==> src/rtl/mux_2x1_pkg.sv <==
// Shared definitions for the 2:1 data selector: default width and select encoding.
package mux_2x1_pkg;

  localparam int unsigned DEFAULT_WIDTH = 8;

  typedef enum logic {
    SEL_A = 1'b0,
    SEL_B = 1'b1
  } sel_e;

endpackage

==> src/rtl/mux_2x1_cell.sv <==
// Single-bit combinational 2:1 selector; an X/Z select propagates X through the ternary.
module mux_2x1_cell (
  input  logic i_a,
  input  logic i_b,
  input  logic i_sel,
  output logic o_y
);

  assign o_y = i_sel ? i_b : i_a;

endmodule

==> src/rtl/mux_2x1.sv <==
// 2-to-1 data selector: zero-latency combinational output Y plus a registered copy
// (Y_q/SEL_q/Y_vld) captured on clk when EN is high.
module mux_2x1
  import mux_2x1_pkg::*;
#(
  parameter int unsigned       WIDTH   = DEFAULT_WIDTH,
  parameter logic [WIDTH-1:0]  RST_VAL = '0
) (
  input  logic             clk,
  input  logic             rst_n,
  input  logic [WIDTH-1:0] A,
  input  logic [WIDTH-1:0] B,
  input  logic             SEL,
  input  logic             EN,
  output logic [WIDTH-1:0] Y,
  output logic [WIDTH-1:0] Y_q,
  output logic             Y_vld,
  output logic             SEL_q
);

  if (WIDTH < 1) begin : g_bad_width
    $error("mux_2x1: WIDTH must be at least 1");
  end

  logic [WIDTH-1:0] w_y;
  logic [WIDTH-1:0] r_y_q;
  logic             r_sel_q;
  logic             r_y_vld;

  // Combinational path is independent of clk, rst_n and EN so it works with no clock at all.
  for (genvar g = 0; g < WIDTH; g++) begin : g_cell
    mux_2x1_cell u_cell (
      .i_a  (A[g]),
      .i_b  (B[g]),
      .i_sel(SEL),
      .o_y  (w_y[g])
    );
  end

  assign Y = w_y;

  // NOTE: sequential state uses non-blocking assignments so every register samples pre-edge values.
  always_ff @(posedge clk or negedge rst_n) begin
    if (!rst_n) begin
      r_y_q   <= RST_VAL;
      r_sel_q <= SEL_A;
      r_y_vld <= 1'b0;
    end else if (EN) begin
      r_y_q   <= SEL ? B : A;
      r_sel_q <= SEL;
      r_y_vld <= 1'b1;
    end
  end

  assign Y_q   = r_y_q;
  assign SEL_q = r_sel_q;
  assign Y_vld = r_y_vld;

endmodule

==> config.mk <==
export PLATFORM = sky130hd
export DESIGN_NAME = mux_2x1
export DESIGN_NICKNAME = d
export VERILOG_FILES = /design/src/rtl/mux_2x1_pkg.sv /design/src/rtl/mux_2x1_cell.sv /design/src/rtl/mux_2x1.sv
export SDC_FILE = /design/constraint.sdc
export NUM_CORES = 1
export LEC_CHECK = 0
export ABC_AREA = 1
export CAP_MARGIN = 10
export CELL_PAD_IN_SITES_DETAIL_PLACEMENT = 1
export CELL_PAD_IN_SITES_GLOBAL_PLACEMENT = 1
export CORE_MARGIN = 1.5
export CORE_UTILIZATION = 23
export CTS_CLUSTER_SIZE = 20
export DETAILED_ROUTE_END_ITERATION = 10
export GPL_ROUTABILITY_DRIVEN = 0
export PLACE_DENSITY = 0.83
export SLEW_MARGIN = 20
export SYNTH_ARGS = -nofsm -noshare
export SYNTH_HDL_FRONTEND = slang
export SYNTH_HIERARCHICAL = 1
export SYNTH_SLANG_ARGS = --single-unit
==> constraint.sdc <==
create_clock -name clk -period 0.9 [get_ports clk]
set_input_delay 0.09 -clock clk [delete_from_list [all_inputs] [get_ports clk]]
set_output_delay 0.09 -clock clk [all_outputs]
set_load 0.01 [all_outputs]
# Word-level counts from Yosys, hierarchy flattened
# Index checks and enable logic that the tools add are counted.
# op_classes
muxes	9
# ops
op	n
$mux 1	8
$mux 8	1
# word_totals
reg_bits	10
in_bits	20
output_inout_bits	18
elab_cells	12

# Longest topological paths before layout
# Gate-level depths: netlist of run 1.
# depth
word_depth	1
mapped_depth	5
depth_no_buf	4

# Modules after synthesis
# Netlist of run 1, hierarchy kept.
# modules_own_cells
module	instances	cells_per_inst	area_per_inst_um2
mux_2x1	1	73	525.5
mux_2x1_cell	8	4	15.0

# Least setup slack after synthesis of run 1
# No wires, ideal clock.
# synth_path
path_kind	register to register
start	register Y_vld (netlist name)
end	register r_y_vld (netlist: Y_vld)
setup_ps	124
arrival_ps	588
path_slack_ps	188
path_stages_with_launch	2
path_buffers	0
synth_period_minus_slack_ps	712
path_cell_list	dfrtp_1 > or2_1
# synth_lines
item	line_no	rtl
end signal, assigned	mux_2x1.sv:47	r_y_vld <= 1'b0;
end signal, assigned	mux_2x1.sv:51	r_y_vld <= 1'b1;
end, declared	mux_2x1.sv:28	logic r_y_vld;

# Worst setup path in the final report of run 1
# layout_path
start	register r_y_q[6] (netlist: Y_q[6])
end	output Y_q[6]
# layout_lines
item	line_no	rtl
start, declared	mux_2x1.sv:26	logic [WIDTH-1:0] r_y_q;
start signal, assigned	mux_2x1.sv:49	r_y_q <= SEL ? B : A;
end, declared	mux_2x1.sv:16	output logic [WIDTH-1:0] Y_q,
# No word-level cell between the ends.

==> results of run 1 <==
-- area by class of cell --
cell class / count / area share
repair buffers: 60 / 0.415
multi-input cells: 67 / 0.225
flip-flops and latches: 10 / 0.209
inverters: 26 / 0.0877
well taps: 31 / 0.0324
clock buffers: 4 / 0.0303
-- worst max path at each step --
stage                                   from                end  slack, ns  cells past startpoint
after floorplan            Y_vld$_DFFE_PN0P_  Y_vld$_DFFE_PN0P_       0.19                      1
after global routing      Y_q[6]$_DFFE_PN0P_             Y_q[6]      -0.02                      1
final                     Y_q[6]$_DFFE_PN0P_             Y_q[6]       0.01                      1
after CTS                               B[5]               Y[5]     0.0003                      4
after global placement                   SEL               Y[7]      -0.60                      5
after detailed placement                 SEL               Y[0]      -0.66                      5
-- per-stage QoR --
stage                     hold WS [ns]  cell area, sq um  power [W]
after global routing             0.119              1200    0.00148
after floorplan                 -0.206               646   0.000688
after global placement           0.390              1160    0.00101
after detailed placement         0.401              1160    0.00103
after CTS                        0.115              1140    0.00138
final                            0.115              1200    0.00139
-- layer usage --
| layer | vias to the layer above | part of all wire | track usage |
|---|---|---|---|
| met5 | - | 0 | 0 |
| met4 | 0 | 0.025 | 0.0544 |
| met3 | 6 | 0.045 | 0.0302 |
| met2 | 27 | 0.58 | 0.267 |
| met1 | 393 | 0.35 | 0.143 |
| li1 | 421 | - | - |
-- cell families after synthesis --
group | after synthesis | share of synthesized area
DFF | 10 | 0.388
and+or+nand+nor | 66 | 0.407
AOI/OAI and AO/OA | 1 | 0.00774
buffers and inverters | 28 | 0.198
-- power breakdown --
part | internal, W | switching, W
sequential | 0.000491 | 0.0000243
combinational | 0.000252 | 0.000228
clock | 0.000245 | 0.000152
-- synthesized netlist by cell type --
| cell type | instances | area, sq um |
|---|---|---|
| sky130_fd_sc_hd__inv_6 | 1 | 8.76 |
| sky130_fd_sc_hd__dfrtp_1 | 10 | 250 |
| sky130_fd_sc_hd__inv_1 | 24 | 90.1 |
| sky130_fd_sc_hd__o21ai_1 | 1 | 5.00 |
| sky130_fd_sc_hd__or2_1 | 1 | 6.26 |
| sky130_fd_sc_hd__nand2_1 | 56 | 210 |
| sky130_fd_sc_hd__buf_6 | 2 | 22.5 |
| sky130_fd_sc_hd__nand2_2 | 1 | 6.26 |
| sky130_fd_sc_hd__inv_4 | 1 | 6.26 |
| sky130_fd_sc_hd__nand3_1 | 8 | 40.0 |
-- sequential cells by signal (all words and copies together) (netlist names) --
signal  cells
SEL_q       1
Y_q         8
Y_vld       1
-- timing repair --
item                       4_1_cts  5_1_grt
gates cloned                     0        1
setup endpoints to repair       27       13
hold buffers                     0        0
setup buffers                    4        2
gates resized for setup         82       11
==> implementation parameters, run 1 <==
Parameter                              Value

Status
  Outcome ... finished, final reports clean

Placement
  Total placed cells including tap cells ... 187
  Port Buffers ... 37
  Post-detail-place hpwl ... 1750 microns
  Worst setup slack after placement ... -0.663 ns

Routing
  Pre-Repair DR Iteration Count ... 4
  Drt initial violations ... 19
  DRC violation count after routing ... 0
  Antenna viol nets, final ... 0
  Total wire length ... 2440 microns
  Total vias in the final route ... 847
  Via density ... 4.28
  Per-cell routed wire length ... 12.3 microns

GRT
  First-pass GRT wire length ... 3460 microns
  Total routing usage reported by global routing ... 0.139
  Pin count of the biggest net entering global routing ... 17
  Number of antenna violations at the first check in global routing ... 0
  Vias in the first global route ... 853
  GRT Residual Overflow ... 0

Layout
  Post-Route Utilization ... 0.442
  Non-filler instance count after layout ... 198
  Sequential cell area ... 250 sq um
  Area of combinational cells with multiple inputs ... 270 sq um
  Highest-count cells in the layout ignoring fill and taps ... sky130_fd_sc_hd__nand2_1, sky130_fd_sc_hd__inv_1, sky130_fd_sc_hd__buf_4
  Number of antenna diodes ... 0
  Count of fill cells added during filler insertion ... 391
  Fraction of final layout cells with drive strength greater than 1 ... 0.299
  Area delta synth->final ... 85.7%
  Most common library cell in the layout ignoring fill and taps ... sky130_fd_sc_hd__nand2_1
  Net count of the finished layout ... 188

STA
  Worst slew slack as a fraction of its limit ... 0.868
  Worst setup margin ... 0.0118 ns
  Least-Margin Pin Slew ... 0.197 ns
  Pins over their slew limit ... 0
  Largest clock skew in the final design ... 0 ns
  Setup repair after global routing missed its margin ... true
  Total setup violations reported at the end of the flow ... 0
  Post-layout minimum cycle time ... 0.888 ns
  Achievable clock frequency ... 1130 MHz
  Total negative setup slack ... 0 ns
  Number of hold violations in the final report ... 0
  Final clock period utilization by the worst path ... 0.987

Setup path
  Kind of launch point of the worst setup path ... register
  Number of buffers and inverters on the critical path ... 1
  Kind of critical path ... register to output port
  Maximum single-stage delay on the critical path ... 0.39 ns
  Data arrival time at the worst-slack endpoint ... 0.80 ns
  Setup crit end kind ... output port
  Largest driver fanout on the critical path ... 2
  Reg2reg setup slack ... 0.08 ns
  Crit-path slowest cell ... sky130_fd_sc_hd__dfrtp_1
  Worst flop-to-flop path startpoint ... Y_q[0]$_DFFE_PN0P_
  Reg-to-Reg End ... Y_q[0]$_DFFE_PN0P_
  Worst-path cell chain ... buf_2
  Cell family with the largest share of critical-path delay ... flip-flops
  Worst Reg2Reg Path Length in Cells ... 4
  Req. time, crit path ... 0.81 ns

Flow run
  Max Cap Violations ... 0

Min path
  Type of the most critical hold path ... primary input to async pin

Synthesis
  Average instance area after synthesis ... 6.15 sq um
  Unique cell type count in the Yosys netlist ... 10
  Flops & latches, synth ... 10
  Cell count after synthesis ... 105
  Cell area after synthesis ... 646 sq um
  Sequential-to-total area share from yosys stat ... 0.388
  Net count after synthesis ... 125
  Count of yosys warnings during synthesis ... 6

Pwr
  VDD IR max ... 0.000707 V
  Power per cell area ... 1160 nW/um^2
  Static power due to leakage ... 0.816 nW

Die
  X dimension of the die ... 56.0 microns
  Initial cell density of the core ... 0.238
  Placeable core region ... 2710 sq um
  Io pins ... 38
  Die H ... 56.0 microns
  Area of the die ... 3130 sq um
  Number of rows in the core area ... 19

Clock tree
  H-tree Lvls ... 1
  Cell at the root of the clock tree ... sky130_fd_sc_hd__clkbuf_4
  CTS clk-pin slew, worst paths ... 0.07 ns
  Clock buffer count from CTS ... 3
  Clock Sink Count ... 10
  CTS tree ... done
  Maximum buffer depth of the clock tree ... 2
  Clock insertion delay at the later pin of the skew report ... 0.25 ns
(Power assumes the default switching activity.)
==> inputs of run 2 (changes only) <==
--- a/config.mk
+++ b/config.mk
@@ -6,6 +6,7 @@
 export NUM_CORES = 1
 export LEC_CHECK = 0
 export ABC_AREA = 1
+export ABC_CLOCK_PERIOD_IN_PS = 900
 export CAP_MARGIN = 10
 export CELL_PAD_IN_SITES_DETAIL_PLACEMENT = 1
 export CELL_PAD_IN_SITES_GLOBAL_PLACEMENT = 1
==> results of run 2 <==
No change in the layout: final DEF, timing and power equal those of run 1.
